### src/rtl/alu_pkg.sv
// Shared opcodes, FSM state type and saturation helpers for the sequential ALU.
package alu_pkg;

  localparam logic [3:0] OP_ADD = 4'd0;
  localparam logic [3:0] OP_LHB = 4'd1;
  localparam logic [3:0] OP_SUB = 4'd2;
  localparam logic [3:0] OP_AND = 4'd3;
  localparam logic [3:0] OP_NOR = 4'd4;
  localparam logic [3:0] OP_SLL = 4'd5;
  localparam logic [3:0] OP_SRL = 4'd6;
  localparam logic [3:0] OP_SRA = 4'd7;
  localparam logic [3:0] OP_MUL = 4'd8;

  typedef enum logic [1:0] {IDLE, BUSY, DONE} state_e;

  // Helpers work on a fixed wide signed value so any WIDTH up to MAX_W fits.
  localparam int MAX_W = 64;
  typedef logic signed [2*MAX_W-1:0] wide_t;
  typedef logic [2*MAX_W:0]          sat_t;   // {overflow, clamped value}

  function automatic wide_t sat_max(input int w);
    return (wide_t'(1) <<< (w - 1)) - wide_t'(1);
  endfunction

  function automatic wide_t sat_min(input int w);
    return -(wide_t'(1) <<< (w - 1));
  endfunction

  function automatic sat_t sat_from_2w(input wide_t p, input int w);
    sat_t r;
    if (p > sat_max(w))      r = {1'b1, sat_max(w)};
    else if (p < sat_min(w)) r = {1'b1, sat_min(w)};
    else                     r = {1'b0, p};
    return r;
  endfunction

endpackage

### src/rtl/alu_seq_if.sv
// Request/result bundle between decode (master) and the sequential ALU (slave).
interface alu_seq_if #(
  parameter int WIDTH = 16
);
  localparam int SHW = $clog2(WIDTH);

  logic             in_valid;
  logic             in_ready;
  logic [3:0]       ctrl;
  logic [WIDTH-1:0] src0;
  logic [WIDTH-1:0] src1;
  logic [SHW-1:0]   shamt;
  logic             set_zr;
  logic             out_valid;
  logic [WIDTH-1:0] dst;
  logic             ov;
  logic             zr;
  logic             ne;

  modport master (
    output in_valid, ctrl, src0, src1, shamt, set_zr,
    input  in_ready, out_valid, dst, ov, zr, ne
  );

  modport slave (
    input  in_valid, ctrl, src0, src1, shamt, set_zr,
    output in_ready, out_valid, dst, ov, zr, ne
  );
endinterface

### src/rtl/alu_mul_iter.sv
// Unsigned shift-add multiplier: one partial product per cycle, WIDTH cycles per start.
module alu_mul_iter #(
  parameter int WIDTH = 16
) (
  input  logic                 clk,
  input  logic                 rst,
  input  logic                 start_i,
  input  logic [WIDTH-1:0]     a_i,
  input  logic [WIDTH-1:0]     b_i,
  output logic                 last_o,
  output logic [2*WIDTH-1:0]   prod_o
);
  localparam int CW = $clog2(WIDTH);

  logic [2*WIDTH-1:0] acc_q, mcand_q;
  logic [WIDTH-1:0]   mplr_q;
  logic [CW-1:0]      cnt_q;
  logic               run_q;

  // High during the cycle whose edge performs the final step.
  assign last_o = run_q && (cnt_q == CW'(WIDTH - 1));
  assign prod_o = acc_q;

  always_ff @(posedge clk) begin
    if (rst) begin
      acc_q   <= '0;
      mcand_q <= '0;
      mplr_q  <= '0;
      cnt_q   <= '0;
      run_q   <= 1'b0;
    end else if (start_i) begin
      acc_q   <= '0;
      mcand_q <= {{WIDTH{1'b0}}, a_i};
      mplr_q  <= b_i;
      cnt_q   <= '0;
      run_q   <= 1'b1;
    end else if (run_q) begin
      if (mplr_q[0]) acc_q <= acc_q + mcand_q;
      mcand_q <= mcand_q << 1;
      mplr_q  <= mplr_q >> 1;
      cnt_q   <= cnt_q + CW'(1);
      if (last_o) run_q <= 1'b0;
    end
  end

endmodule

### src/rtl/alu_seq.sv
// Registered saturating ALU with a flag register and an iterative signed multiply.
module alu_seq
  import alu_pkg::*;
#(
  parameter int WIDTH = 16
) (
  input  logic     clk,
  input  logic     rst,
  alu_seq_if.slave bus
);
  localparam int SHW = $clog2(WIDTH);
  localparam int HW  = WIDTH / 2;

  typedef struct packed {
    logic [3:0]       op;
    logic [WIDTH-1:0] a;
    logic [WIDTH-1:0] b;
    logic [SHW-1:0]   sh;
    logic             zr_en;
  } req_t;

  state_e           state_q;
  req_t             req_q;
  logic             vld_q;
  logic             mul_neg_q, mul_zr_q;
  logic [WIDTH-1:0] dst_q, dst_d;
  logic             ov_q, ov_d, zr_q, zr_d, ne_q, ne_d;
  logic             out_valid_q, out_valid_d;

  logic accept, accept_mul;

  // The DONE cycle already counts as ready, so a held request is taken while
  // the product is written and its result lands on the following edge.
  assign bus.in_ready = !rst && (state_q != BUSY);
  assign accept       = bus.in_valid && bus.in_ready;
  assign accept_mul   = accept && (bus.ctrl == OP_MUL);

  // Multiplier works on magnitudes; MIN maps to 2^(W-1), which fits unsigned.
  logic [WIDTH-1:0]   mag0, mag1;
  logic               mul_last;
  logic [2*WIDTH-1:0] prod;

  assign mag0 = bus.src0[WIDTH-1] ? -bus.src0 : bus.src0;
  assign mag1 = bus.src1[WIDTH-1] ? -bus.src1 : bus.src1;

  alu_mul_iter #(.WIDTH(WIDTH)) u_mul (
    .clk     (clk),
    .rst     (rst),
    .start_i (accept_mul),
    .a_i     (mag0),
    .b_i     (mag1),
    .last_o  (mul_last),
    .prod_o  (prod)
  );

  // Exact W+1-bit sum/difference, then clamp; this also covers src1 == MIN.
  logic signed [WIDTH:0]     add_x, sub_x;
  logic signed [2*WIDTH-1:0] mul_p;
  sat_t                      add_s, sub_s, mul_s;

  assign add_x = {req_q.a[WIDTH-1], req_q.a} + {req_q.b[WIDTH-1], req_q.b};
  assign sub_x = {req_q.a[WIDTH-1], req_q.a} - {req_q.b[WIDTH-1], req_q.b};
  assign mul_p = mul_neg_q ? -prod : prod;
  assign add_s = sat_from_2w(wide_t'(add_x), WIDTH);
  assign sub_s = sat_from_2w(wide_t'(sub_x), WIDTH);
  assign mul_s = sat_from_2w(wide_t'(mul_p), WIDTH);

  logic unused_hi;
  assign unused_hi = ^{add_s[2*MAX_W-1:WIDTH], sub_s[2*MAX_W-1:WIDTH],
                       mul_s[2*MAX_W-1:WIDTH]};

  logic [WIDTH-1:0] sc_res;
  logic             sc_ov, sc_arith;

  always_comb begin
    sc_res   = '0;
    sc_ov    = 1'b0;
    sc_arith = 1'b0;
    case (req_q.op)
      OP_ADD: begin
        sc_res   = add_s[WIDTH-1:0];
        sc_ov    = add_s[2*MAX_W];
        sc_arith = 1'b1;
      end
      OP_SUB: begin
        sc_res   = sub_s[WIDTH-1:0];
        sc_ov    = sub_s[2*MAX_W];
        sc_arith = 1'b1;
      end
      OP_LHB:  sc_res = {req_q.b[WIDTH-1:HW], req_q.a[HW-1:0]};
      OP_AND:  sc_res = req_q.a & req_q.b;
      OP_NOR:  sc_res = ~(req_q.a | req_q.b);
      OP_SLL:  sc_res = req_q.b << req_q.sh;
      OP_SRL:  sc_res = req_q.b >> req_q.sh;
      OP_SRA:  sc_res = $signed(req_q.b) >>> req_q.sh;
      default: sc_res = '0;
    endcase
  end

  // A single-cycle result and a multiply result can never share an edge.
  always_comb begin
    dst_d       = dst_q;
    ov_d        = ov_q;
    zr_d        = zr_q;
    ne_d        = ne_q;
    out_valid_d = 1'b0;
    if (vld_q) begin
      dst_d       = sc_res;
      out_valid_d = 1'b1;
      if (sc_arith) begin
        ov_d = sc_ov;
        ne_d = sc_res[WIDTH-1];
      end
      if (req_q.zr_en) zr_d = (sc_res == '0);
    end else if (state_q == DONE) begin
      dst_d       = mul_s[WIDTH-1:0];
      out_valid_d = 1'b1;
      ov_d        = mul_s[2*MAX_W];
      ne_d        = mul_s[WIDTH-1];
      if (mul_zr_q) zr_d = (mul_s[WIDTH-1:0] == '0);
    end
  end

  always_ff @(posedge clk) begin
    if (rst) begin
      state_q     <= IDLE;
      req_q       <= '0;
      vld_q       <= 1'b0;
      mul_neg_q   <= 1'b0;
      mul_zr_q    <= 1'b0;
      dst_q       <= '0;
      ov_q        <= 1'b0;
      zr_q        <= 1'b0;
      ne_q        <= 1'b0;
      out_valid_q <= 1'b0;
    end else begin
      vld_q <= accept && !accept_mul;
      if (accept) begin
        req_q.op    <= bus.ctrl;
        req_q.a     <= bus.src0;
        req_q.b     <= bus.src1;
        req_q.sh    <= bus.shamt;
        req_q.zr_en <= bus.set_zr;
      end
      if (accept_mul) begin
        mul_neg_q <= bus.src0[WIDTH-1] ^ bus.src1[WIDTH-1];
        mul_zr_q  <= bus.set_zr;
      end
      dst_q       <= dst_d;
      ov_q        <= ov_d;
      zr_q        <= zr_d;
      ne_q        <= ne_d;
      out_valid_q <= out_valid_d;
      case (state_q)
        IDLE:    if (accept_mul) state_q <= BUSY;
        BUSY:    if (mul_last) state_q <= DONE;
        DONE:    state_q <= accept_mul ? BUSY : IDLE;
        default: state_q <= IDLE;
      endcase
    end
  end

  assign bus.out_valid = out_valid_q;
  assign bus.dst       = dst_q;
  assign bus.ov        = ov_q;
  assign bus.zr        = zr_q;
  assign bus.ne        = ne_q;

endmodule

### src/flat_wrapper.sv
// flat-port wrapper written by rule: the top's interface ports become plain ports
module alu_seq_flat import alu_pkg::*;
#(
  parameter int WIDTH = 16
)
  (clk, rst, bus_in_valid, bus_ctrl, bus_src0, bus_src1, bus_shamt, bus_set_zr, bus_in_ready, bus_out_valid, bus_dst, bus_ov, bus_zr, bus_ne);
  alu_seq_if #(.WIDTH(WIDTH)) bus_i ();
  input  logic clk;
  input  logic rst;
  input wire logic [$bits(bus_i.in_valid)-1:0] bus_in_valid;
  input wire logic [$bits(bus_i.ctrl)-1:0] bus_ctrl;
  input wire logic [$bits(bus_i.src0)-1:0] bus_src0;
  input wire logic [$bits(bus_i.src1)-1:0] bus_src1;
  input wire logic [$bits(bus_i.shamt)-1:0] bus_shamt;
  input wire logic [$bits(bus_i.set_zr)-1:0] bus_set_zr;
  output wire logic [$bits(bus_i.in_ready)-1:0] bus_in_ready;
  output wire logic [$bits(bus_i.out_valid)-1:0] bus_out_valid;
  output wire logic [$bits(bus_i.dst)-1:0] bus_dst;
  output wire logic [$bits(bus_i.ov)-1:0] bus_ov;
  output wire logic [$bits(bus_i.zr)-1:0] bus_zr;
  output wire logic [$bits(bus_i.ne)-1:0] bus_ne;
  assign bus_i.in_valid = bus_in_valid;
  assign bus_i.ctrl = bus_ctrl;
  assign bus_i.src0 = bus_src0;
  assign bus_i.src1 = bus_src1;
  assign bus_i.shamt = bus_shamt;
  assign bus_i.set_zr = bus_set_zr;
  assign bus_in_ready = bus_i.in_ready;
  assign bus_out_valid = bus_i.out_valid;
  assign bus_dst = bus_i.dst;
  assign bus_ov = bus_i.ov;
  assign bus_zr = bus_i.zr;
  assign bus_ne = bus_i.ne;
  alu_seq #(.WIDTH(WIDTH)) u_core (.clk(clk), .rst(rst), .bus(bus_i));
endmodule
### config.mk
export PLATFORM = sky130hd
export DESIGN_NAME = alu_seq_flat
export DESIGN_NICKNAME = d
export VERILOG_FILES = /design/src/rtl/alu_pkg.sv /design/src/rtl/alu_seq_if.sv /design/src/rtl/alu_mul_iter.sv /design/src/rtl/alu_seq.sv /design/src/flat_wrapper.sv
export SDC_FILE = /design/constraint.sdc
export NUM_CORES = 1
export LEC_CHECK = 0
export BUFFER_PORTS_ARGS = -buffer_cell sky130_fd_sc_hd__buf_4
export CAP_MARGIN = 20
export CORE_MARGIN = 4
export CORE_UTILIZATION = 31
export DETAILED_ROUTE_END_ITERATION = 8
export HOLD_SLACK_MARGIN = 0.06
export PLACE_DENSITY = 0.49
export SLEW_MARGIN = 20
export SYNTH_ARGS = -nofsm -noshare
export SYNTH_HDL_FRONTEND = slang
export SYNTH_SLANG_ARGS = --single-unit
export TNS_END_PERCENT = 20
### constraint.sdc
create_clock -name clk -period 3.1 [get_ports clk]
set_input_delay 0 -clock clk [delete_from_list [all_inputs] [get_ports clk]]
set_output_delay 0 -clock clk [all_outputs]
set_load 0.02 [all_outputs]
# Word level (Yosys, flattened, before mapping)
# Cells that the tools add are included.
[totals]
reg_bits = 151
input_bits = 44
out_inout_bits = 21
[op_classes]
mux = 37
magnitude_cmp = 6
add_sub_neg = 7
shift = 3
bitwise = 4
reduce_logical = 20
eq_ne = 16
[op_table]
columns = ["op", "n"]
rows = [
  ["$mux 129", 6],
  ["$mux 16", 8],
  ["$pmux 16 s8", 1],
  ["$gt 17x16->1 const B", 2],
  ["$lt 17x16->1 const B", 2],
  ["$add 32x32->32", 1],
  ["$gt 32x16->1 const B", 1],
  ["$logic_not 16->1", 2],
  ["$lt 32x16->1 const B", 1],
  ["$mux 32", 1],
  ["$neg 16->16", 2],
  ["$neg 32->32", 1],
  ["$add 16x16->17", 1],
  ["$mux 1", 17],
  ["$sub 16x16->17", 1],
  ["$and 16x16->16", 1],
  ["$eq 4x3->1 const B", 4],
  ["$not 16->16", 1],
  ["$or 16x16->16", 1],
  ["$shl 16x4->16", 1],
  ["$shr 16x4->16", 1],
  ["$sshr 16x4->16", 1],
  ["$eq 4x2->1 const B", 2],
  ["$eq 4x4->1 const B", 2],
  ["18 further kinds", 32],
]

# Depth between registers and ports, before layout
# Gate-level depths: netlist (run 1).
[depth]
ltp_word = 9
ltp_mapped = 15

# By module
# A second synthesis (run 1) with hierarchy kept.
[unflattened]
hier_cells = 1734
hier_area_um2 = 13369.1
[modules_own_cells]
columns = ["module", "seq_area_each_um2", "n_inst", "cells_per_inst", "area_per_inst_um2"]
rows = [
  ["alu_seq", 1321.3, 1, 1131, 8494.4],
  ["alu_mul_iter", 1701.6, 1, 603, 4874.7],
]

# Worst setup path after synthesis (run 1)
# OpenSTA, ideal clock, no wires.
[synth_timing]
path_type = "register to register"
start = "register u_core.req_q[6] (netlist name)"
end = "register u_core.zr_q, in the netlist u_core.bus.zr"
setup_ns = 0.087
stages_incl_launch_ff = 14
arrival_ns = 3.244
path_slack_ns = -0.231
cell_sequence = "dfxtp_1 -> inv_1 -> ha_1 -> a211oi_1 -> o21ai_2 -> a211oi_1 -> o31a_1 -> o211a_1 -> nor4_1 -> a211o_1 -> a211o_1 -> nor4b_1 -> nand4_1 -> o31ai_1"
[synth_via]
elab_chain_cells = 8
elab_cells_between_ends = 20
[synth_rtl]
columns = ["element", "line", "source"]
rows = [
  ["start: declaration", "alu_seq.sv:23", "req_t req_q;"],
  ["$sub 16x16->17 / $add 16x16->17 (equally long branches)", "alu_seq.sv:62, alu_seq.sv:61", ""],
  ["$lt 17x16->1", "alu_pkg.sv:32", "else if (p < sat_min(w)) r = {1'b1, sat_min(w)};"],
  ["$mux 129", "alu_pkg.sv:32", ""],
  ["$mux 129", "alu_pkg.sv:31", "if (p > sat_max(w)) r = {1'b1, sat_max(w)};"],
  ["$pmux 16 s8 *", "alu_seq.sv:79", "case (req_q.op)"],
  ["$logic_not 16->1 *", "alu_seq.sv:114", "if (req_q.zr_en) zr_d = (sc_res == '0);"],
  ["$mux 1 *", "alu_seq.sv:114", ""],
  ["$mux 1 *", "alu_seq.sv:107", "if (vld_q) begin"],
  ["end signal: assignment", "alu_seq.sv:151", "zr_q <= zr_d;"],
  ["end: declaration", "alu_seq.sv:27", "logic ov_q, ov_d, zr_q, zr_d, ne_q, ne_d;"],
]
# Mark *: on every way between the ends. The rest lies on a longest branch, timed or not. The select of a mux whose other input is x is not followed.
# A chain may end at the register's enable or synchronous reset.

# Final worst setup path (run 1)
# Same ends and word-level chain as after synthesis.

==> results of run 1 <==
==> cell families after synthesis <==
kind of cell,Yosys count,share of synthesized area
xor+xnor,99,0.0673
simple gates,591,0.213
compound gates,473,0.249
flops,151,0.235
fa+ha+maj,93,0.0921
mux,99,0.0889
buf+inv,178,0.0543
==> through the flow <==
step	hold WS [ns]	power, W	setup WS [ns]	utilization
after detailed placement	0.205	0.00391	-0.403	0.388
after global placement	0.200	0.00392	-0.330	0.388
after floorplan	0.0989	0.00305	-0.0354	-
after CTS	0.234	0.00643	-0.195	0.423
final	0.269	0.00649	-0.309	0.434
after global routing	0.284	0.00678	-0.430	0.434
==> registers in the layout, summed over array words and instances (netlist names) <==
name and cells:
u_core.req_q 41, u_core.u_mul.mcand_q 32, u_core.u_mul.prod_o 32, u_core.bus.dst 16, u_core.u_mul.mplr_q 16, u_core.u_mul.cnt_q 4
u_core.state_q 2, u_core.bus.ne 1, u_core.bus.out_valid 1, u_core.bus.ov 1, u_core.bus.zr 1, u_core.mul_neg_q 1
u_core.mul_zr_q 1, u_core.u_mul.run_q 1, u_core.vld_q 1
==> worst max-delay path by stage <==
stage	startpoint	end	slack [ns]	depth (start not counted)
2_1_floorplan	u_core.req_q[14]$_SDFFE_PP0P_	u_core.bus.zr$_SDFFE_PP0P_	-0.04	13
3_3_place_gp	u_core.req_q[11]$_SDFFE_PP0P_	u_core.bus.zr$_SDFFE_PP0P_	-0.33	13
3_5_place_dp	u_core.req_q[21]$_SDFFE_PP0P_	u_core.bus.zr$_SDFFE_PP0P_	-0.40	15
4_1_cts	u_core.u_mul.prod_o[1]$_SDFFE_PP0P_	u_core.u_mul.prod_o[31]$_SDFFE_PP0P_	-0.20	12
5_1_grt	u_core.req_q[6]$_SDFFE_PP0P_	u_core.bus.zr$_SDFFE_PP0P_	-0.43	13
6_report	u_core.req_q[6]$_SDFFE_PP0P_	u_core.bus.zr$_SDFFE_PP0P_	-0.31	13
==> worst min-delay path: stages <==
cell and delay (ns):
dlygate4sd3_1 0.53, buf_4 0.10, nand2_1 0.04, o31ai_1 0.05
==> cells in the mapped netlist, types with 10 or more instances <==
cell type,number
inv_1,69
nor2b_1,15
a211oi_1,57
xnor2_1,71
o32ai_1,10
nand2_1,197
mux2i_1,84
o31ai_1,60
a31oi_1,17
xor2_1,28
buf_1,13
nor4_1,14
or3_1,13
nand3_1,23
mux4_2,12
o21a_1,10
nor3_1,37
o211ai_1,20
and3_1,10
nor2_1,189
ha_1,90
clkbuf_1,83
nand2b_1,24
dfxtp_1,151
a21oi_1,107
nand3b_1,10
o21ai_0,72
a21o_1,22
==> cell type report <==
| class | count | share of cell area |
|---|---|---|
| timing repair buffer | 429 | 0.191 |
| clock inverter | 13 | 0.0122 |
| clock buffer | 18 | 0.0247 |
| tap | 532 | 0.0374 |
| multi-input combinational | 1356 | 0.548 |
| inverter | 69 | 0.0148 |
| sequential | 151 | 0.171 |
==> cell usage in the layout, fill, tap and decap left out, types with 6 or more instances in the layout <==
master / synthesis / final
nand3b_1: 10 / 10
o211ai_1: 20 / 20
o21bai_1: 7 / 7
and2_1: 8 / 6
o21ai_1: 3 / 7
nand2_1: 197 / 194
clkbuf_16: 0 / 17
xnor2_1: 71 / 71
and3_1: 10 / 9
nor3_1: 37 / 32
a31oi_1: 17 / 15
mux2i_1: 84 / 84
xor2_1: 28 / 28
o31ai_1: 60 / 56
dfxtp_2: 0 / 17
nand3_1: 23 / 21
a21oi_2: 0 / 13
dlygate4sd3_1: 0 / 48
nand2b_1: 24 / 23
or2_2: 9 / 8
buf_4: 1 / 373
o21a_1: 10 / 10
ha_2: 0 / 6
o32ai_1: 10 / 9
a21o_1: 22 / 22
a211oi_1: 57 / 52
nor2_1: 189 / 187
nand4_1: 9 / 9
or3_1: 13 / 12
ha_1: 90 / 80
nor2b_1: 15 / 13
o21ai_0: 72 / 64
a22oi_1: 7 / 7
or4_1: 6 / 6
dfxtp_1: 151 / 133
a21oi_1: 107 / 92
inv_1: 69 / 66
mux4_2: 12 / 12
==> where the power goes <==
| group | switching (W) | internal, W |
|---|---|---|
| sequential | 0.0000556 | 0.00201 |
| clock | 0.000921 | 0.00145 |
| combinational | 0.00111 | 0.000939 |
| total | 0.00209 | 0.00440 |
==> per-layer routing <==
| layer | vias to the layer above | GRT usage |
|---|---|---|
| li1 | 6758 | - |
| met1 | 6472 | 0.292 |
| met2 | 309 | 0.342 |
| met3 | 76 | 0.0376 |
| met4 | 0 | 0.0744 |
| met5 | - | 0 |
==> repair_timing <==
action / in CTS / in global routing
endpoints found under the setup margin: 22 / 24
buffers inserted: 10 / 12
pin swaps: 32 / 31
resized for setup: 48 / 81
hold buffers: 48 / 0
hold endpoints to repair: 80 / 0
gates cloned: 0 / 1
==> metrics.txt, run 1 <==
outcome=complete, but fails checks; failing checks=setup timing; Final Hold Fails=0; register area=just over 3000 sq um; register area share after synthesis=0.235; Worst EP arrival=approximately 3.8 ns; fin cells=between 2,000 and 3,000; max-slew violation count=0; max cap viols=0; Final Skew=~0.016 ns; Worst R2R Path Depth=13; WL met3=between 2000 and 2500 um; Die Y=212 um; Area after DPL=15,900 sq um; placed cells=2,466; async set or reset register ratio after synthesis=0; antenna violations before repair=0; Die ar.=around 45,000 sq um; mean post-synth cell area=7.65 sq um; CP top delay family=compound AO/OA/AOI/OAI gates; core box area=between 40,000 and 50,000 sq um; vias per cell=~5.3; largest net degree at the start of global routing=77; Mapped Nets=between 1,500 and 2,000; FF-to-FF End=u_core.bus.zr$_SDFFE_PP0P_; Setup crit end kind=flop; leakage=7.51 nW; wl on met1=approximately 23,000 um; H-tree depth=4; antenna cells=0; period utilisation layout=1.10; cells after synthesis=roughly 1,700; Tightest Pin Transition=~0.89 ns; clock insertion delay at the later pin of the skew report=approximately 0.48 ns; Top Ports=65; Final Cell Area=17,800 sq um; RSZ-0062 raised after global routing=yes; starting density of the core=0.315; total wire length=approximately 49,000 um; Slowest-stage cell, CP=dfxtp_2; Yosys warning total=0; crit start category=flop; Final TNS setup=-0.799 ns; Pre-Repair DR Iteration Count=5; Rel. slew slack=0.402; Peak VDD IR=roughly 0.00045 V; maximum fanout along the worst path=4; WHS Path Cells=4; EDFF count, synth=0; launch point of the worst hold path=bus_shamt[2]; CP required=3.49 ns; WP buf/inv=1; R2R Path Start=u_core.req_q[6]$_SDFFE_PP0P_; post-synthesis cell area=approximately 13,000 sq um; via count=approximately 14,000; vias in the first global route=roughly 13,000; ratio of cells with drive above 1 in the final layout=0.278; Max Fclk=around 300 MHz; number of fillers in the final layout=around 4,200; FP Rows=74; PortBufs=between 60 and 70; clk slew on worst S/H paths=approximately 0.070 ns; Min-Delay Path Class=in -> reg; CP Class=reg -> reg; maximum clock path buffer count=2; gr ovfl total=0; Synth top area share=0.235; TritonCTS Buffers=17; Cell Pwr Density=about 370 nW/um^2; post-route setup slack=-0.309 ns; Yosys reg bits=roughly 150; chip width=between 200 and 250 um; CP peak stage delay=0.35 ns; first-pass GRT wire length=about 75,000 um; GRT Total Usage=0.214; HPWL after detailed placement=38,200 um; wire length per cell=~19 um; CTS tree=built; Highest Signal Layer=met4; area grow syn2layout=38.0%; ys flop type=dfxtp_1; Tmin final=3.41 ns; GP Congestion=approximately 1; Setup Viol. Count Final=11; leading area contributor after synthesis=dfxtp_1; synth unique cells=85; CP cell instances=clkinvlp_4 -> ha_4 -> a211oi_2 -> o21ai_2 -> a211oi_2 -> o31a_1 -> o211a_4 -> nor4_4 -> a211o_1 -> a211o_1 -> nor4b_2 -> nand4_1 -> o31ai_2; Multi-input gate area=9750 sq um; root buffer cell=clkbuf_16; DRT iter0 DRCs=915; Clock Sinks=151; DRC errors left=0; Nets=2,161; reg-to-reg slack, setup=-0.31 ns; Final ANT Viol Nets=0; Detail Route met2 WL=roughly 22,000 um; Synth area leaders=dfxtp_1 (23%), ha_1 (8.7%), mux2i_1 (6.5%); hold worst-path end=u_core.req_q[3]$_SDFFE_PP0P_
No activity file was read; power rests on OpenSTA's default activity.
==> run 2, diff against run 1 <==
- ABC_CLOCK_PERIOD_IN_PS: not set -> 3100
- CORE_UTILIZATION: 31 -> 30
- PLACE_DENSITY: 0.49 -> 0.47
==> metrics.txt, run 2 (synthesis results as in run 1) <==
gr ovfl total=0 (unchanged); switching part of the total=0.326 (was 0.322); first-pass GRT wire length=76,600 um (was 75,200 um); Combinational Power Share=0.337 (was 0.316); Final ANT Viol Nets=0 (unchanged); Tightest Pin Transition=0.961 ns (was 0.890 ns); HPWL after detailed placement=39,200 um (was 38,200 um); Int Pwr=0.00439 W (was 0.00440 W); reg-to-reg slack, setup=-0.10 ns (was -0.31 ns); number of fillers in the final layout=4,315 (was 4,231); ratio of cells with drive above 1 in the final layout=0.315 (was 0.278); GRT Total Usage=0.209 (was 0.214); CP Class=reg -> reg (unchanged); Rel. slew slack=0.360 (was 0.402); max-slew violation count=0 (unchanged); Final Skew=0.0133 ns (was 0.0161 ns); core box area=42,200 sq um (was 40,900 sq um); crit start category=flop (unchanged); Cell Pwr Density=357 nW/um^2 (was 365 nW/um^2); Max Fclk=312 MHz (was 293 MHz); NetSw=0.00213 W (was 0.00209 W); PortBufs=64 (unchanged); Final Hold Fails=0 (unchanged); via count=13,790 (was 13,615); launch point of the worst hold path=bus_shamt[2] (unchanged); FP Rows=75 (was 74); fin cells=2,596 (was 2,568); Peak VDD IR=0.000291 V (was 0.000449 V); clk slew on worst S/H paths=0.06 ns (was 0.07 ns); most flop-heavy register=u_core.req_q (unchanged); Area after DPL=16,000 sq um (was 15,900 sq um); Setup Viol. Count Final=5 (was 11); Worst R2R Path Depth=14 (was 13); DRC errors left=0 (unchanged); vias in the first global route=13,273 (was 13,203); vias per cell=5.31 (was 5.30); period utilisation layout=1.03 (was 1.10); Clock Power Share=0.347 (was 0.366); clock insertion delay at the later pin of the skew report=0.48 ns (about the same); starting density of the core=0.305 (was 0.315); CP required=3.50 ns (was 3.49 ns); Clock Sinks=151 (unchanged); Die Y=215 um (was 212 um); WHS Path Cells=4 (unchanged); max cap viols=0 (unchanged); Multi-input gate area=10,100 sq um (was 9750 sq um); GP Congestion=0.936 (was 0.976); root buffer cell=clkbuf_16 (unchanged); Pre-Repair DR Iteration Count=5 (unchanged); leakage=7.65 nW (was 7.51 nW); Nets=2,182 (was 2,161); placed cells=2,490 (was 2,466); hold_ws=0.269 ns (about the same); Setup crit end kind=flop (unchanged); antenna cells=0 (unchanged); post-route setup slack=-0.102 ns (was -0.309 ns); DRT iter0 DRCs=881 (was 915); Final TNS setup=-0.279 ns (was -0.799 ns); wire length per cell=19.3 um (was 19.0 um); RSZ-0062 raised after global routing=yes (unchanged); Flop pwr share=0.317 (was 0.318); antenna violations before repair=0 (unchanged); hold worst-path end=u_core.req_q[3]$_SDFFE_PP0P_ (unchanged); H-tree depth=4 (unchanged); Worst EP arrival=3.60 ns (was 3.80 ns); failing checks=setup timing (unchanged); total wire length=50,100 um (was 48,900 um); Final Cell Area=18,300 sq um (was 17,800 sq um); maximum clock path buffer count=2 (unchanged); chip width=215 um (was 212 um); FF-to-FF End=u_core.bus.zr$_SDFFE_PP0P_ (unchanged); Min-Delay Path Class=in -> reg (unchanged); Tmin final=3.20 ns (was 3.41 ns); R2R Path Start=u_core.req_q[12]$_SDFFE_PP0P_ (was u_core.req_q[6]$_SDFFE_PP0P_); max reg flops=41 (unchanged); area grow syn2layout=41.9% (was 38.0%); commonest non-fill, non-tap cell in the layout=buf_4 (unchanged); register area=3070 sq um (was 3050 sq um); maximum fanout along the worst path=4 (unchanged); CTS tree=built (unchanged); Die ar.=46,300 sq um (was 44,900 sq um); largest net degree at the start of global routing=80 (was 77); Top Ports=65 (unchanged); TritonCTS Buffers=17 (unchanged); Pwr Total=0.00652 W (was 0.00649 W); most frequent cells in the layout=buf_4 (391), nand2_1 (193), nor2_1 (185), dfxtp_1 (120), a21oi_1 (96) (was buf_4 (373), nand2_1 (194), nor2_1 (187), dfxtp_1 (133), a21oi_1 (92)); outcome=complete, but fails checks (unchanged)
## run 2: timing repair
item | in CTS | in global routing
endpoints found under the hold margin | 82 | 0
pin swaps | 36 | 75
gates cloned | 0 | 1
setup buffers | 5 | 21
hold buffers | 48 | 0
gates resized for setup | 79 | 136
endpoints found under the setup margin | 22 | 22
## run 2: worst max path at each step
stage	startpoint	to	slack (ns)	cells after the start
4_1_cts	u_core.u_mul.prod_o[1]$_SDFFE_PP0P_	u_core.u_mul.prod_o[31]$_SDFFE_PP0P_	-0.22	12
3_5_place_dp	u_core.req_q[21]$_SDFFE_PP0P_	u_core.bus.zr$_SDFFE_PP0P_	-0.38	15
6_report	u_core.req_q[12]$_SDFFE_PP0P_	u_core.bus.zr$_SDFFE_PP0P_	-0.10	14
5_1_grt	u_core.req_q[5]$_SDFFE_PP0P_	u_core.bus.zr$_SDFFE_PP0P_	-0.23	17
3_3_place_gp	u_core.req_q[21]$_SDFFE_PP0P_	u_core.bus.zr$_SDFFE_PP0P_	-0.36	14
2_1_floorplan	u_core.req_q[14]$_SDFFE_PP0P_	u_core.bus.zr$_SDFFE_PP0P_	-0.04	13
## run 2: worst max-delay path: stages (launching register included)
cell	delay (ns)
dfxtp_1	0.33
inv_1	0.06
buf_4	0.13
ha_1	0.22
nor3b_2	0.17
nor3_2	0.23
o21ba_2	0.21
o21ai_0	0.13
or2_4	0.26
mux2_4	0.34
and2_4	0.18
a211o_1	0.30
nor4b_2	0.22
nand4_1	0.13
o31ai_1	0.22
## run 2: area by class of cell
type                            instances  share of cell area
Inverter                               69              0.0144
Sequential cell                       151               0.168
Timing Repair Buffer                  450               0.194
Clock buffer                           18              0.0240
Tap cell                              539              0.0369
Multi-Input combinational cell       1356               0.553
Clock inverter                         13             0.00979
## run 2: power by group through the flow
stage | sequential (W) | clock (W) | combinational [W]
floorplan | 0.00213 | 0 | 0.000927
global placement | 0.00210 | 0 | 0.00187
detailed placement | 0.00210 | 0 | 0.00186
CTS | 0.00206 | 0.00234 | 0.00198
global route | 0.00207 | 0.00239 | 0.00234
finish | 0.00206 | 0.00226 | 0.00219
## run 2: metrics by stage
stage,setup slack [ns],util
floorplan,-0.0354,-
global placement,-0.362,0.379
detailed placement,-0.383,0.379
CTS,-0.224,0.414
global route,-0.229,0.433
finish,-0.102,0.433
## run 2: layer usage
| metal | share of wire | wire length (um) | GRT usage |
|---|---|---|---|
| met1 | 0.47 | 23700 | 0.288 |
| met2 | 0.46 | 23000 | 0.338 |
| met3 | 0.040 | 1980 | 0.0253 |
| met4 | 0.027 | 1360 | 0.0741 |
| met5 | 0 | 0 | 0 |
